<file path="src/rtl/ahb_bus_arbiter.sv">
// ahb_bus_arbiter: two-master AHB-Lite arbiter sharing one slave, zero added latency when uncontended;
// a losing address phase is parked in a one-entry per-master buffer and reissued later.
module ahb_bus_arbiter #(
  parameter int AW      = 32,
  parameter bit RR_MODE = 1'b0
) (
  input  logic          clk,
  input  logic          rstn,
  input  logic [1:0]    m0_htrans,
  input  logic          m0_hwrite,
  input  logic [2:0]    m0_hsize,
  input  logic [AW-1:0] m0_haddr,
  input  logic [31:0]   m0_hwdata,
  output logic          m0_hready,
  output logic          m0_hresp,
  output logic [31:0]   m0_hrdata,
  input  logic [1:0]    m1_htrans,
  input  logic          m1_hwrite,
  input  logic [2:0]    m1_hsize,
  input  logic [AW-1:0] m1_haddr,
  input  logic [31:0]   m1_hwdata,
  output logic          m1_hready,
  output logic          m1_hresp,
  output logic [31:0]   m1_hrdata,
  output logic [1:0]    s_htrans,
  output logic          s_hwrite,
  output logic [2:0]    s_hsize,
  output logic [AW-1:0] s_haddr,
  output logic [31:0]   s_hwdata,
  input  logic          s_hready,
  input  logic          s_hresp,
  input  logic [31:0]   s_hrdata
);
  typedef enum logic [1:0] {IDLE, WAIT, DATA} state_t;
  state_t          st [2];
  state_t          st_nx [2];
  logic            hwrite [2];
  logic [2:0]      hsize [2];
  logic [AW-1:0]   haddr [2];
  logic            b_write [2];
  logic [2:0]      b_size [2];
  logic [AW-1:0]   b_addr [2];
  logic [1:0]      req, hready, accept, cand, grant, hresp;
  logic            gid, last_grant, dp_valid, dp_owner;
  logic            c_write, r_write;
  logic [2:0]      c_size, r_size;
  logic [AW-1:0]   c_addr, r_addr;
  logic            unused;
  assign unused = ^{m0_htrans[0], m1_htrans[0]};
  assign req    = {m1_htrans[1], m0_htrans[1]};
  assign hwrite = '{m0_hwrite, m1_hwrite};
  assign hsize  = '{m0_hsize, m1_hsize};
  assign haddr  = '{m0_haddr, m1_haddr};
  for (genvar g = 0; g < 2; g++) begin : gm
    assign hready[g] = st[g] == IDLE ? 1'b1 : st[g] == DATA ? s_hready : 1'b0;
    assign accept[g] = hready[g] & req[g];
    assign cand[g]   = s_hready & ((st[g] == WAIT) | accept[g]);
    assign hresp[g]  = (st[g] == DATA && dp_valid && dp_owner == 1'(g)) ? s_hresp : 1'b0;
  end
  assign gid   = &cand ? (RR_MODE ? ~last_grant : 1'b1) : cand[1];
  assign grant = |cand ? (gid ? 2'b10 : 2'b01) : 2'b00;
  // a waiting master reissues from its buffer, an accepting one straight from its ports
  assign c_write = st[gid] == WAIT ? b_write[gid] : hwrite[gid];
  assign c_size  = st[gid] == WAIT ? b_size[gid] : hsize[gid];
  assign c_addr  = st[gid] == WAIT ? b_addr[gid] : haddr[gid];
  always_comb begin
    for (int i = 0; i < 2; i++)
      st_nx[i] = accept[i] ? (grant[i] ? DATA : WAIT) :
                 (st[i] == WAIT && grant[i]) ? DATA :
                 (st[i] == DATA && s_hready) ? IDLE : st[i];
  end
  always_ff @(posedge clk or negedge rstn) begin
    if (!rstn) begin
      for (int i = 0; i < 2; i++) begin
        st[i]      <= IDLE;
        b_write[i] <= 1'b0;
        b_size[i]  <= '0;
        b_addr[i]  <= '0;
      end
      last_grant <= 1'b1;
      dp_valid   <= 1'b0;
      dp_owner   <= 1'b0;
      r_write    <= 1'b0;
      r_size     <= '0;
      r_addr     <= '0;
    end else begin
      for (int i = 0; i < 2; i++) begin
        st[i] <= st_nx[i];
        if (accept[i] && !grant[i]) begin
          b_write[i] <= hwrite[i];
          b_size[i]  <= hsize[i];
          b_addr[i]  <= haddr[i];
        end
      end
      if (s_hready) begin
        dp_valid <= |grant;
        dp_owner <= gid;
      end
      if (|grant) begin
        last_grant <= gid;
        r_write    <= c_write;
        r_size     <= c_size;
        r_addr     <= c_addr;
      end
    end
  end
  assign s_htrans  = |grant ? 2'b10 : 2'b00;
  assign s_hwrite  = |grant ? c_write : r_write;
  assign s_hsize   = |grant ? c_size : r_size;
  assign s_haddr   = |grant ? c_addr : r_addr;
  assign s_hwdata  = dp_owner ? m1_hwdata : m0_hwdata;
  assign m0_hready = hready[0];
  assign m1_hready = hready[1];
  assign m0_hresp  = hresp[0];
  assign m1_hresp  = hresp[1];
  assign m0_hrdata = s_hrdata;
  assign m1_hrdata = s_hrdata;
endmodule
</file>
<file path="config.mk">
export PLATFORM = sky130hd
export DESIGN_NAME = ahb_bus_arbiter
export DESIGN_NICKNAME = d
export VERILOG_FILES = /design/src/rtl/ahb_bus_arbiter.sv
export SDC_FILE = /design/constraint.sdc
export NUM_CORES = 1
export LEC_CHECK = 0
export ABC_AREA = 1
export CAP_MARGIN = 20
export CORE_UTILIZATION = 38
export DETAILED_ROUTE_END_ITERATION = 10
export HOLD_SLACK_MARGIN = 0.1
export PLACE_DENSITY = 0.75
export REMOVE_ABC_BUFFERS = 1
export SETUP_SLACK_MARGIN = 0.02
export SYNTH_ARGS = -nofsm -noshare
export SYNTH_HDL_FRONTEND = slang
export SYNTH_SLANG_ARGS = --single-unit
</file>
<file path="constraint.sdc">
create_clock -name clk -period 1.45 [get_ports clk]
set_input_delay 0.29 -clock clk [delete_from_list [all_inputs] [get_ports clk]]
set_output_delay 0.29 -clock clk [all_outputs]
set_load 0.05 [all_outputs]
</file>
==> flow_summary_export.csv <==
group,metric,value,unit
outcome,violations,"negative setup slack",
pwr,p_int,15.4,mW
finish,final_area,0.0130,mm²
synthesis,synth_top_family_by_area,"simple AND/OR/NAND/NOR gates",
finish,final_cells,1462,
clock_tree,cts_buffer_depth,2,
route,drt-initial-drc-count,537,
global_routing,grt_pass1_vias,7290,
clock_tree,cts-root-buf,"clkbuf_16",
synthesis,synth_top_cells_by_area,"dfrtp_1, nand2_1, nand3_1, buf_4, inv_1",
route,routed_wl,32200,µm
sta,hold_viol,0,
pwr,total_power,27.4,mW
worst_hold_path,min_path_type,"primary input to async pin",
placement,place_area,0.00952,mm²
synthesis,synth_top_area_share,41.8,%
global_routing,grt_usage,30.5,%
setup_path,critical_path_arrival,2010,ps
synthesis,yosys_warnings,0,
setup_path,cp-start-kind,"register",
route,num_vias,8013,
die,io_pins,314,
route,wl_per_cell,22.0,µm
clock_tree,clk_latency,420,ps
synthesis,yosys.area_share.simple,38.6,%
route,ant_nets,0,
die,fp.dieW,136,µm
synthesis,synth-seq-cells,114,
finish,final_cell_mix,"nand2_1, clkdlybuf4s50_1, dfrtp_1",
clock_tree,clk_pin_slew,60,ps
sta,setup_viol,185,
run,cap_violations,0,
placement,place_congestion,0.815,
finish,area_growth,90.2,%
finish,drive_gt1_share,42.9,%
synthesis,yosysUniqueCellTypes,22,
pwr,clockPowerShare,16.5,%
synthesis,synthXorXnorAreaFrac,0,%
route,drc,0,
outcome,status,"finished, violations left",
setup_path,path_max_fanout,24,
pwr,power.switching,12.0,mW
clock_tree,htreeDepth,4,
clock_tree,clock-sinks,114,
synthesis,syn-cell-area,0.00683,mm²
finish,diodes,0,
global_routing,grt_max_degree,44,
setup_path,crit_required,1160,ps
die,die_h,136,µm
placement,numPortBuffers,214,
pwr,comb_power_share,63.5,%
finish,final_common_cell,"nand2_1",
route,drtPass1Iterations,7,
clock_tree,cts_tree,"built",
setup_path,crit_type,"register to primary output",
sta,rsz0062_at_grt,"true",
finish,nets,1400,
die,dieArea,0.0185,mm²
route,routed_via_density,5.48,
pwr,power_frac_seq,19.9,%
synthesis,postSynthCellCount,991,
die,initial_core_util,39.2,%
die,core_area,0.0174,mm²
sta,setup_slack,-855,ps
pwr,vdd.ir_drop.worst,0.00164,V
pwr,powerDensity,2110,mW/mm²
synthesis,synthAdderAreaFrac,0,%
setup_path,critPathCaptureType,"primary output",
synthesis,seq_area_frac_synth,41.8,%
die,std_cell_rows,48,
synthesis,synthMuxAreaShare,0,%
clock_tree,cts_buffers,17,
pwr,leakagePower,6.17,nW
global_routing,grt_pass1_wl,41500,µm
sta,max_freq,434,MHz
pwr,swShare,43.8,%
sta,period_needed,2300,ps
sta,skew,11.7,ps
global_routing,antenna_found_initial,0,
placement,place_ws,-1080,ps
synthesis,synth_top_area_cell,"dfrtp_1",
placement,hpwl,16900,µm
sta,finalMaxSlewViolations,0,
placement,dp.cells,1376,
sta,period_share,159,%
synthesis,syn-mean-instance-area,6.89,µm²
synthesis,synth_compound_area_share,3.12,%
global_routing,grt_overflow,0,
-- power by group through the flow --
stage | combinational [mW] | clock, mW | sequential [mW]
after global routing | 18.2 | 4.74 | 5.61
after floorplan | 6.79 | 0 | 5.13
after global placement | 12.9 | 0 | 5.19
after detailed placement | 13.0 | 0 | 5.23
after CTS | 15.0 | 4.59 | 5.23
final | 17.4 | 4.54 | 5.47
-- metrics by stage --
step / util (%) / hold slack [ps] / TNS (ps)
6_report: 74.5 / 290 / -80650
5_1_grt: 74.5 / 323 / -91820
4_1_cts: 65.4 / 288 / -77730
3_5_place_dp: 54.7 / 195 / -141420
3_3_place_gp: 54.7 / 193 / -128620
2_1_floorplan: - / -5.59 / -252270
-- kinds of logic (layout without fill, tap and decap cells) --
group	after synthesis	after routing
simple gates	627	627
buf+inv	207	453
flops	114	114
compound gates	42	42
other cells	1	1
-- cell usage after synthesis --
master	count
nand2_1	358
nand3_1	185
dfrtp_1	114
buf_4	78
inv_1	77
nor2_1	74
buf_2	30
o21ai_1	22
o21ai_0	17
clkbuf_1	13
nand3_2	4
buf_1	3
inv_2	3
a21oi_1	2
buf_6	2
nand2_2	2
nand2_4	2
a211oi_1	1
conb_1	1
inv_4	1
nor2_2	1
nor3_1	1
-- cell type report --
cell class | instances | area (µm²)
Timing Repair Buffer | 340 | 4570
Fill cell | 1110 | 4430
Multi-Input combinational cell | 670 | 4320
Sequential cell | 114 | 2860
Clock buffer | 24 | 492
Inverter | 81 | 317
Tap cell | 225 | 282
Clock inverter | 8 | 149
-- state kept, by name, summed over array words and instances, names as in the netlist --
register and count:
st 4, dp_owner 1, b_size 6, dp_valid 1
r_size 3, b_addr 64, r_addr 32, b_write 2
r_write 1
-- critical path: stages, from the launching register on --
cell and delay [ps]:
dfrtp_2 440, inv_2 80, nand3_4 120, nand2_4 150, nand2_8 110, buf_12 190, nor2_1 90, nand2_1 60
nand3_1 80, nand2_2 90, buf_12 160
-- metal layers --
layer	vias up	share of wire (%)	global-route usage, %
li1	3517	-	-
met1	3883	37	37.4
met2	502	46	47.9
met3	107	12	12.0
met4	4	4.0	10.5
met5	-	0.36	6.94
-- repair_timing --
| action | CTS | global route |
|---|---|---|
| endpoints found under the hold margin | 99 | 0 |
| hold buffers | 1 | 0 |
| cloned | 19 | 11 |
| pin swaps | 19 | 64 |
| endpoints found under the setup margin | 185 | 185 |
| setup buffers | 21 | 16 |
| resized for setup | 147 | 404 |
-- worst paths after layout --
kind,endpoint,slack (ps),depth (start not counted),from
max in group asynchronous,st[0],590,3,rstn
hold / removal,r_addr[13],290,2,rstn
setup / recovery,s_haddr[3],-850,10,st[0]
min in group clk,b_addr[7],450,3,m1_haddr[7]
setup reg to reg,b_addr[12],-610,13,st[1]
hold reg to reg,b_addr[53],480,2,b_addr[53]
No activity file was read; power rests on OpenSTA's default activity.
